<file path="src/rtl/dcache_pkg.sv">
// Shared types and constants for the dCache-to-AXI4 bridge.
package dcache_pkg;

  localparam int DCACHE_B          = 5;
  localparam int DCACHE_LINE_WORDS = 2 ** (DCACHE_B - 2);

  localparam logic [1:0] AXI_BURST_INCR = 2'b01;
  localparam logic [2:0] AXI_SIZE_4B    = 3'b010;
  localparam logic [1:0] AXI_RESP_OKAY  = 2'b00;

  typedef enum logic [2:0] {IDLE, AR, R, AW, W, B} bridge_state_t;

endpackage

</file>
<file path="src/rtl/dcache_axi_bridge.sv">
// Turns dCache line refills / writebacks into single AXI4 INCR bursts, one at a time.
// Optional DCACHE_AXI_RESP_CHK_EN adds rresp/bresp inputs and a sticky bus_err output.
module dcache_axi_bridge
  import dcache_pkg::*;
#(
  parameter int LINE_WORDS = DCACHE_LINE_WORDS,
  parameter int IDX_W      = $clog2(LINE_WORDS)
) (
  input  logic             clk,
  input  logic             resetn,
  input  logic             req,
  input  logic             wr,
  input  logic [31:0]      addr,
  input  logic [31:0]      wdata,
  output logic             addr_ok,
  output logic             data_ok,
  output logic [31:0]      rdata,
  output logic [IDX_W-1:0] w_idx,
  output logic             done,
  output logic [31:0]      araddr,
  output logic [7:0]       arlen,
  output logic [2:0]       arsize,
  output logic [1:0]       arburst,
  output logic             arvalid,
  input  logic             arready,
  input  logic [31:0]      rdata_axi,
  input  logic             rlast,
  input  logic             rvalid,
  output logic             rready,
  output logic [31:0]      awaddr,
  output logic [7:0]       awlen,
  output logic [2:0]       awsize,
  output logic [1:0]       awburst,
  output logic             awvalid,
  input  logic             awready,
  output logic [31:0]      wdata_axi,
  output logic [3:0]       wstrb,
  output logic             wlast,
  output logic             wvalid,
  input  logic             wready,
  input  logic             bvalid,
`ifdef DCACHE_AXI_RESP_CHK_EN
  input  logic [1:0]       rresp,
  input  logic [1:0]       bresp,
  output logic             bus_err,
`endif
  output logic             bready
);

  localparam logic [IDX_W-1:0] LAST_IDX   = IDX_W'(LINE_WORDS - 1);
  localparam logic [31:0]      ALIGN_MASK = ~(32'(LINE_WORDS * 4) - 32'd1);

  bridge_state_t    state, state_d;
  logic [IDX_W-1:0] r_cnt, r_cnt_d, w_idx_d;
  logic [31:0]      araddr_d, awaddr_d, rdata_d;
  logic             addr_ok_d, data_ok_d, done_d;
  logic             arvalid_d, rready_d, awvalid_d, wvalid_d, bready_d;
`ifdef DCACHE_AXI_RESP_CHK_EN
  logic             bus_err_d;
`endif

  assign arlen     = 8'(LINE_WORDS - 1);
  assign awlen     = 8'(LINE_WORDS - 1);
  assign arsize    = AXI_SIZE_4B;
  assign awsize    = AXI_SIZE_4B;
  assign arburst   = AXI_BURST_INCR;
  assign awburst   = AXI_BURST_INCR;
  assign wstrb     = 4'hF;
  assign wdata_axi = wdata;
  assign wlast     = (w_idx == LAST_IDX);

  always_comb begin
    // NOTE: every variable gets a default before the case so no path can infer a latch.
    state_d   = state;
    araddr_d  = araddr;
    awaddr_d  = awaddr;
    rdata_d   = rdata;
    r_cnt_d   = r_cnt;
    w_idx_d   = w_idx;
    arvalid_d = arvalid;
    rready_d  = rready;
    awvalid_d = awvalid;
    wvalid_d  = wvalid;
    bready_d  = bready;
    addr_ok_d = 1'b0;
    data_ok_d = 1'b0;
    done_d    = 1'b0;
`ifdef DCACHE_AXI_RESP_CHK_EN
    bus_err_d = bus_err;
`endif
    unique case (state)
      IDLE: begin
        // The done cycle is skipped so a held req re-enters only after a one-cycle gap.
        if (req && !done) begin
          addr_ok_d = 1'b1;
          araddr_d  = addr & ALIGN_MASK;
          awaddr_d  = addr & ALIGN_MASK;
          if (wr) begin
            awvalid_d = 1'b1;
            w_idx_d   = '0;
            state_d   = AW;
          end else begin
            arvalid_d = 1'b1;
            r_cnt_d   = '0;
            state_d   = AR;
          end
        end
      end
      AR: begin
        if (arready) begin
          arvalid_d = 1'b0;
          rready_d  = 1'b1;
          state_d   = R;
        end
      end
      R: begin
        if (rvalid) begin
          rdata_d   = rdata_axi;
          data_ok_d = 1'b1;
          r_cnt_d   = r_cnt + 1'b1;
`ifdef DCACHE_AXI_RESP_CHK_EN
          if (rresp != AXI_RESP_OKAY || (rlast && r_cnt != LAST_IDX)) bus_err_d = 1'b1;
`endif
          // Only rlast ends the burst; the counter simply wraps if the slave overruns.
          if (rlast) begin
            rready_d = 1'b0;
            done_d   = 1'b1;
            state_d  = IDLE;
          end
        end
      end
      AW: begin
        if (awready) begin
          awvalid_d = 1'b0;
          wvalid_d  = 1'b1;
          state_d   = W;
        end
      end
      W: begin
        if (wready) begin
          w_idx_d   = w_idx + 1'b1;
          data_ok_d = 1'b1;
          if (wlast) begin
            wvalid_d = 1'b0;
            bready_d = 1'b1;
            state_d  = B;
          end
        end
      end
      B: begin
        if (bvalid) begin
`ifdef DCACHE_AXI_RESP_CHK_EN
          if (bresp != AXI_RESP_OKAY) bus_err_d = 1'b1;
`endif
          bready_d = 1'b0;
          done_d   = 1'b1;
          state_d  = IDLE;
        end
      end
      default: state_d = IDLE;
    endcase
  end

  // NOTE: every register here is reset, since the interconnect is reset alongside and
  // any stale valid/ready left behind would be seen as a live handshake.
  always_ff @(posedge clk or negedge resetn) begin
    if (!resetn) begin
      state   <= IDLE;
      araddr  <= '0;
      awaddr  <= '0;
      rdata   <= '0;
      r_cnt   <= '0;
      w_idx   <= '0;
      arvalid <= 1'b0;
      rready  <= 1'b0;
      awvalid <= 1'b0;
      wvalid  <= 1'b0;
      bready  <= 1'b0;
      addr_ok <= 1'b0;
      data_ok <= 1'b0;
      done    <= 1'b0;
`ifdef DCACHE_AXI_RESP_CHK_EN
      bus_err <= 1'b0;
`endif
    end else begin
      // NOTE: non-blocking assignments so every register updates from pre-edge values.
      state   <= state_d;
      araddr  <= araddr_d;
      awaddr  <= awaddr_d;
      rdata   <= rdata_d;
      r_cnt   <= r_cnt_d;
      w_idx   <= w_idx_d;
      arvalid <= arvalid_d;
      rready  <= rready_d;
      awvalid <= awvalid_d;
      wvalid  <= wvalid_d;
      bready  <= bready_d;
      addr_ok <= addr_ok_d;
      data_ok <= data_ok_d;
      done    <= done_d;
`ifdef DCACHE_AXI_RESP_CHK_EN
      bus_err <= bus_err_d;
`endif
    end
  end

endmodule

</file>
<file path="config.mk">
export PLATFORM = sky130hd
export DESIGN_NAME = dcache_axi_bridge
export DESIGN_NICKNAME = d
export VERILOG_FILES = /design/src/rtl/dcache_pkg.sv /design/src/rtl/dcache_axi_bridge.sv
export SDC_FILE = /design/constraint.sdc
export NUM_CORES = 1
export LEC_CHECK = 0
export CAP_MARGIN = 20
export CORE_MARGIN = 4
export CORE_UTILIZATION = 35
export DETAILED_ROUTE_END_ITERATION = 6
export PLACE_DENSITY = 0.84
export SLEW_MARGIN = 20
export SYNTH_ARGS = -nofsm -noshare
export SYNTH_HDL_FRONTEND = slang
export SYNTH_SLANG_ARGS = --single-unit
export TNS_END_PERCENT = 10
</file>
<file path="constraint.sdc">
create_clock -name clk -period 1.77 [get_ports clk]
set_input_delay 0.4425 -clock clk [delete_from_list [all_inputs] [get_ports clk]]
set_output_delay 0.4425 -clock clk [all_outputs]
set_load 0.1 [all_outputs]
</file>
======== After elaboration in Yosys (flattened, before gate mapping) ========
Cells that the tools add are included.
Widths: inputs -> output; s select.
operators by class
  multiplexer cells ....................... 43
  equality and inequality tests ........... 16
  add/sub/neg operators ................... 1
  reduce and logical (&&, ||, !) cells .... 18
operator list
  operator             count
  $mux 3               11
  $reduce_and 4->1     6
  $mux 1               22
  $ne 2x2->1 const B   10
  $pmux 3 s6           1
  $pmux 1 s2           7
  $reduce_bool 2->1    6
  $eq 3x3->1 const B   3
  $reduce_and 8->1     1
  $eq 3x2->1 const B   2
  $pmux 3 s2           1
  $reduce_and 2->1     2
  $add 3x1->3 const B  1
  $eq 3x1->1 const B   1
  $logic_not 3->1      1
  $mux 2               1
  $logic_and 1x1->1    1
  $logic_not 1->1      1
storage, ports and cells
  logic and storage cells ................. 90
  flip-flop bits (word level) ............. 73
  bits of input ports ..................... 106
  output and inout port bits .............. 170

======== Longest topological paths before layout ========
Gate-level depths: netlist of the first run.
  depth after elaboration ................. 4
  mapped depth ............................ 6
  depth with buffers taken out ............ 6

======== Worst setup path before layout of the first run ========
No wires, ideal clock.
  kind .................................... reg-to-reg
  start point ............................. reg w_idx[1]
  end point ............................... reg state[0]
  buffers on the path ..................... 0
  setup slack ............................. -1083 ps
  data required time ...................... 1645 ps
  stages on the path, launching flop included .. 7
  setup time .............................. 125 ps
  period minus slack after synthesis ...... 2853 ps
  arrival ................................. 2728 ps
  cells stage by stage .................... dfrtp_1 -> ha_1 -> ha_1 -> nand2_1 -> o211ai_1 -> nand4_2 -> mux2_4
on the way
  longest elaborated chain between the ends .. 3
RTL lines
  what                               RTL line                  source
  from (decl)                        dcache_axi_bridge.sv:18   output logic [IDX_W-1:0] w_idx,
  from (signal assigned)             dcache_axi_bridge.sv:192  w_idx <= w_idx_d;
  $eq 3x3->1                         dcache_axi_bridge.sv:70   assign wlast = (w_idx == LAST_IDX);
  named net wlast                    dcache_axi_bridge.sv:38   output logic wlast,
  $ne 2x2->1 (no source line)        -
  $reduce_and 8->1 (no source line)  -
  to (signal assigned)               dcache_axi_bridge.sv:187  state <= state_d;
  to (decl)                          dcache_axi_bridge.sv:53   bridge_state_t state, state_d;
The timed path passes the listed nets, and every way through them passes these cells.
A chain may end at the register's enable or synchronous reset.

======== Final worst setup path of the first run ========
  start point ............................. reg w_idx[1]
  end point ............................... out wlast
on the way
  longest elaborated chain between the ends .. 1
RTL lines
  what        RTL line
  $eq 3x3->1  dcache_axi_bridge.sv:70
  to (decl)   dcache_axi_bridge.sv:38
No other way between the ends.

==> results of run 1 <==
==> flip-flops by register name, summed over array words and instances, names as in the netlist <==
| signal | flops |
|---|---|
| arvalid | 1 |
| bready | 1 |
| rready | 1 |
| awvalid | 1 |
| w_idx | 3 |
| rdata | 32 |
| wvalid | 1 |
| state | 3 |
| addr_ok | 1 |
| data_ok | 1 |
| araddr | 27 |
| done | 1 |
==> Yosys cell counts (2+ instances only) <==
| cell type | number | area, µm² |
|---|---|---|
| sky130_fd_sc_hd__dfrtp_1 | 73 | 1830 |
| sky130_fd_sc_hd__nand3_1 | 3 | 15.0 |
| sky130_fd_sc_hd__a21oi_1 | 3 | 15.0 |
| sky130_fd_sc_hd__ha_1 | 2 | 25.0 |
| sky130_fd_sc_hd__mux2i_1 | 3 | 30.0 |
| sky130_fd_sc_hd__mux2_1 | 4 | 45.0 |
| sky130_fd_sc_hd__inv_1 | 2 | 7.51 |
| sky130_fd_sc_hd__mux2_2 | 29 | 327 |
| sky130_fd_sc_hd__nor2_1 | 3 | 11.3 |
| sky130_fd_sc_hd__conb_1 | 2 | 7.51 |
| sky130_fd_sc_hd__mux2_4 | 28 | 420 |
| sky130_fd_sc_hd__a22o_1 | 4 | 35.0 |
| sky130_fd_sc_hd__buf_6 | 5 | 56.3 |
| sky130_fd_sc_hd__nand2_1 | 5 | 18.8 |
| sky130_fd_sc_hd__buf_4 | 103 | 773 |
| sky130_fd_sc_hd__o211ai_1 | 2 | 15.0 |
==> what timing repair did <==
item                       in CTS  in global routing
resized for setup               0                  0
setup endpoints to repair       1                  1
buffers inserted                3                  0
pin swaps                       1                  0
==> how the worst max path moves through the flow <==
stage,slack [ns],end,depth (start not counted),start
after floorplan,-0.13,state[0]$_DFFE_PN0P_,6,w_idx[0]$_DFFE_PN0P_
after global placement,-0.16,araddr[24]$_DFFE_PN0P_,5,req
after detailed placement,-0.18,araddr[25]$_DFFE_PN0P_,5,req
after CTS,-0.01,wlast,3,w_idx[1]$_DFFE_PN0P_
after global routing,-0.05,wlast,3,w_idx[0]$_DFFE_PN0P_
final,0.01,wlast,3,w_idx[1]$_DFFE_PN0P_
==> metrics by stage <==
stage | setup WS (ns) | cell area [µm²] | hold WS [ns] | instances | setup TNS [ns]
2_1_floorplan | -0.133 | 3980 | 0.147 | 327 | -0.378
3_3_place_gp | -0.156 | 6080 | 0.406 | 532 | -8.21
3_5_place_dp | -0.181 | 6080 | 0.413 | 532 | -9.15
4_1_cts | -0.0103 | 6300 | 0.0360 | 551 | -0.0103
5_1_grt | -0.0464 | 6310 | 0.0487 | 552 | -0.0464
6_report | 0.0103 | 6310 | 0.0418 | 552 | 0
==> layout make-up <==
type	instances	share of cell area
antenna	1	0.000397
inverter	2	0.00119
sequential	73	0.291
clock inverter	3	0.00357
clock buffer	13	0.0284
timing repair buffer	181	0.442
tap	136	0.0270
multi-input combinational	143	0.206
==> metal layers <==
layer | vias up | share of wire
li1 | 1079 | -
met1 | 1181 | 0.32
met2 | 136 | 0.56
met3 | 29 | 0.092
met4 | 0 | 0.023
met5 | - | 0
==> kinds of logic after synthesis <==
logic type,synth area share
simple gates,0.0425
compound gates,0.0303
fa+ha+maj,0.00658
buf+inv,0.222
mux,0.216
other cells,0.00198
flops,0.481
==> out/metrics.csv, run 1 <==
stage,metric,value,unit
yosys,ys_seq_area_frac,0.481,
clock_network,clk_pin_slew,0.08,ns
timing,min_tclk_post_route,1.76,ns
global_route,grt_first_pass_wirelength,15500,µm
finish,final-seq-area,1840,µm²
setup_path,critical_path.most_common_cell,sky130_fd_sc_hd__ha_4,
clock_network,cts_root_buf,sky130_fd_sc_hd__clkbuf_8,
min_path,min-delay-path-class,primary input to async pin,
finish,most-common-layout-cells,"sky130_fd_sc_hd__buf_12 (101), sky130_fd_sc_hd__dfrtp_1 (69), sky130_fd_sc_hd__clkdlybuf4s50_1 (67), sky130_fd_sc_hd__conb_1 (40), sky130_fd_sc_hd__mux2_2 (29)",
clock_network,cts_max_path_buffers,2,
global_route,grt_antenna_before_repair,1,
detailed_routing,initialDrtViolationCount,50,
run,cap_violations,0,
placement,port_buffers,166,
setup_path,type_of_the_worst_setup_path,flip-flop to output port,
setup_path,worst-endpoint-arrival,1.32,ns
timing,finalSetupViolCount,0,
floorplanning,pin_count,276,
finish,multiInputGateArea,1300,µm²
clock_network,clock_tree_from_tritoncts,yes,
detailed_routing,drt_drc_violations_left,0,
yosys,post_synth_instance_area,3800,µm²
yosys,async_reset_ff_frac,1.00,
floorplanning,rows,37,
timing,report.final.slew_viol_count,0,
global_route,globalRouteMet2Util,0.288,
setup_path,worstReg2RegStart,w_idx[1]$_DFFE_PN0P_,
global_route,grt-busiest-layer,met2,
floorplanning,initial_utilization,0.363,
clock_network,ctsHoldBuffers,0,
clock_network,clock_insertion_delay_worst_skew,0.34,ns
setup_path,reg2reg_depth,7,
yosys,post_synth_num_cell_types,34,
floorplanning,dieHeight,112,µm
global_route,grt_start_max_net_pins,33,
setup_path,regToRegEndpoint,state[0]$_DFFE_PN0P_,
detailed_routing,wire_per_inst,17.7,µm
global_route,number_of_global_route_vias_before_repair,2796,
finish,fillerInstances,805,
clock_network,cts_sinks,73,
placement,post-dp-hpwl,7860,µm
yosys,synth-main-ff-cell,sky130_fd_sc_hd__dfrtp_1,
detailed_routing,drt_pass_1_iters,4,
timing,rsz0062_at_grt,yes,
global_route,grt_use_met1,0.154,
yosys,yosysWarningCount,0,
setup_path,worstPathBufferInverterCount,1,
floorplanning,die_area,12600,µm²
yosys,syn_area_per_cell,13.1,µm²
yosys,netlist_instances,289,
setup_path,critPathTopFamily,flip-flops,
finish,final_common_cell,sky130_fd_sc_hd__buf_12,
finish,num-nets-final,518,
timing,report.final.hold_viol_count,0,
timing,fin_crit_sh,0.994,
detailed_routing,dr_total_vias,2425,
finish,postLayoutCoreUtil,0.603,
yosys,number_of_storage_elements_in_the_synthesis_netlist,73,
global_route,gr-usage-met3,0.0620,
global_route,grt-ovfl-total,0,
setup_path,critPathMaxStageDelay,0.49,ns
detailed_routing,vias_per_instance,4.39,
yosys,synth-edff-count,0,
placement,gp_congestion,0.799,
setup_path,critPathCaptureType,output port,
timing,clock.fmax,0.568,GHz
finish,areaGrowthSynthToFinish,66.0,%
detailed_routing,count_of_nets_left_with_antenna_violations_after_detail_routing,0,
setup_path,critical-path-slowest-cell,sky130_fd_sc_hd__dfrtp_4,
setup_path,reg2reg_slack,0.09,ns
clock_network,h-tree-depth,3,
setup_path,cp-start-kind,flip-flop,
timing,clock_skew,0.00931,ns
detailed_routing,postRouteWirelength,9780,µm
finish,drive_gt1_frac,0.494,
setup_path,path_max_fanout,2,
status,outcome,finished clean,
setup_path,critical_path_required,1.33,ns
setup_path,cp_cell_sequence,"ha_4, ha_4, buf_12",
global_route,groute.usage.overall,0.154,
floorplanning,die_w,112,µm
floorplanning,floorplan.core_area,10500,µm²
clock_network,numCtsBuffers,9,
Power of run 1 is not shown: default switching activity piles up to over one toggle a cycle in this logic, so the estimate is an artifact.
==> inputs of run 2 (changes only) <==
CAP_MARGIN = unset   (was 20)
TNS_END_PERCENT = unset   (was 10)
==> run 2 against run 1 <==
Against the previous run: sequential share of layout area increased by 0.48 points; the run now ends with setup timing left; core utilization increased by 0.12 points; wire length decreased by 0.78%; clock skew about the same; largest cell class unchanged.
==> out/metrics.csv, run 2 (synthesized netlist as in run 1, its figures left out) <==
stage,metric,value,unit,change
setup_path,critPathMaxStageDelay,0.49,ns,about the same
floorplanning,dieHeight,112,µm,unchanged
clock_network,clk_pin_slew,0.08,ns,about the same
finish,most-common-layout-cells,"sky130_fd_sc_hd__buf_12 (101), sky130_fd_sc_hd__clkdlybuf4s50_1 (67), sky130_fd_sc_hd__dfrtp_1 (42), sky130_fd_sc_hd__conb_1 (40)",,
placement,gp_congestion,0.820,,+2.6%
clock_network,ctsHoldBuffers,0,,unchanged
setup_path,cp_cell_sequence,"ha_4, ha_4, buf_12",,
setup_path,type_of_the_worst_setup_path,flip-flop to output port,,
detailed_routing,vias_per_instance,4.36,,-0.81%
detailed_routing,initialDrtViolationCount,74,,+48%
finish,max_reg_flops,32,,unchanged
timing,report.final.hold_viol_count,0,,unchanged
detailed_routing,dr_total_vias,2401,,-0.99%
finish,largest-register,rdata,,
setup_path,cp-start-kind,flip-flop,,
detailed_routing,count_of_nets_left_with_antenna_violations_after_detail_routing,0,,unchanged
clock_network,clock_tree_from_tritoncts,yes,,
placement,port_buffers,166,,unchanged
setup_path,critPathCaptureType,output port,,
placement,dp_slack,-0.239,ns,-0.0582 ns
clock_network,cts_max_path_buffers,2,,unchanged
setup_path,path_max_fanout,2,,unchanged
global_route,number_of_global_route_vias_before_repair,2737,,-2.1%
clock_network,cts_sinks,73,,unchanged
setup_path,critical_path.most_common_cell,sky130_fd_sc_hd__ha_4,,
timing,min_tclk_post_route,1.77,ns,+0.0118 ns
global_route,grt_first_pass_wirelength,15300,µm,-1.2%
finish,largest_registers,"rdata: 32 flops, araddr: 27 flops",,
timing,clock_skew,0.00941,ns,+0.000104 ns
timing,fin_crit_sh,1.00,,+0.00666
floorplanning,rows,37,,unchanged
global_route,grt_start_max_net_pins,37,,+12%
timing,layout_setup_ws,-0.00153,ns,-0.0118 ns
min_path,min-delay-path-class,primary input to async pin,,
detailed_routing,drt_drc_violations_left,0,,unchanged
detailed_routing,wire_per_inst,17.6,µm,-0.60%
floorplanning,pin_count,276,,unchanged
timing,rsz0062_at_grt,yes,,
timing,fin_worst_hold_slack,0.0613,ns,+0.0195 ns
placement,post-dp-hpwl,7730,µm,-1.7%
floorplanning,die_w,112,µm,unchanged
finish,num-nets-final,518,,unchanged
clock_network,cts_root_buf,sky130_fd_sc_hd__clkbuf_8,,
finish,antenna-diode-count,0,,-1
timing,clock.fmax,0.564,GHz,-0.67%
clock_network,numCtsBuffers,9,,unchanged
timing,report.final.slew_viol_count,0,,unchanged
finish,finalNonFillerCells,551,,-0.18%
floorplanning,floorplan.core_area,10500,µm²,unchanged
detailed_routing,drt_pass_1_iters,4,,unchanged
setup_path,critical_path_required,1.33,ns,about the same
status,failed_checks,setup timing,,
finish,final_common_cell,sky130_fd_sc_hd__buf_12,,
placement,dp.cells,532,,unchanged
clock_network,clock_insertion_delay_worst_skew,0.34,ns,about the same
status,outcome,finished with violations,,
finish,drive_gt1_frac,0.557,,+0.0627
setup_path,critical-path-slowest-cell,sky130_fd_sc_hd__dfrtp_4,,
clock_network,h-tree-depth,3,,unchanged
finish,areaGrowthSynthToFinish,66.3,%,
global_route,grt-ovfl-total,0,,unchanged
floorplanning,initial_utilization,0.363,,unchanged
run,cap_violations,0,,unchanged
detailed_routing,postRouteWirelength,9700,µm,-0.78%
setup_path,worst-endpoint-arrival,1.33,ns,about the same
timing,finalSetupViolCount,1,,+1
floorplanning,die_area,12600,µm²,unchanged
global_route,grt_antenna_before_repair,0,,-1
global_route,groute.usage.overall,0.154,,+0.000253
## run 2: cell types whose count changed in the layout (fill, tap and decap cells not counted)
cell                       change
sky130_fd_sc_hd__clkbuf_1      +1
sky130_fd_sc_hd__clkbuf_8      -2
sky130_fd_sc_hd__clkinv_2      +1
sky130_fd_sc_hd__dfrtp_1      -27
sky130_fd_sc_hd__dfrtp_2      +27
sky130_fd_sc_hd__diode_2       -1
## run 2: path summary, 6_finish.rpt
path,start,to,slack (ns),cells past startpoint
worst min-delay path,resetn,rdata[10]$_DFFE_PN0P_,0.06,1
worst max register to register,w_idx[1]$_DFFE_PN0P_,state[0]$_DFFE_PN0P_,0.07,7
worst max-delay path,w_idx[1]$_DFFE_PN0P_,wlast,-0.002,3
max in group asynchronous,resetn,araddr[23]$_DFFE_PN0P_,1.17,2
worst min register to register,awvalid$_DFFE_PN0P_,awvalid$_DFFE_PN0P_,0.57,1
min in group clk,awvalid$_DFFE_PN0P_,awvalid$_DFFE_PN0P_,0.57,1
## run 2: worst max-delay path, delay by kind of cell (launching register included)
family     cells  cell delay, ns
fa+ha+maj      2            0.34
buf+inv        1            0.16
flops          1            0.49
## run 2: timing repair
action,4_1_cts,5_1_grt
buffers inserted,3,0
setup endpoints to repair,1,2
resized for setup,0,0
pin swaps,0,1
## run 2: layout make-up
cell class | count | area (µm²)
fillers | 796 | 4140
repair buffers | 181 | 2790
flip-flops and latches | 73 | 1870
multi-input cells | 143 | 1300
well taps | 136 | 170
clock buffers | 12 | 155
clock inverters | 4 | 27.5
inverters | 2 | 7.51
## run 2: metal layers
layer,GRT usage,vias to the layer above,routed length (µm)
met4,0.0641,0,225
met5,0,-,0
met2,0.289,103,5480
met1,0.160,1199,3320
li1,-,1074,-
met3,0.0420,25,675
## run 2: through the flow
stage / cell area, µm² / utilization / TNS (ns)
final: 6320 / 0.604 / -0.00153
after global routing: 6320 / 0.604 / -0.0447
after CTS: 6320 / 0.604 / -0.0266
after detailed placement: 6110 / 0.584 / -11.59
after global placement: 6110 / 0.584 / -9.91
after floorplan: 4010 / - / -0.133
Power of run 2 is left out for the same reason.
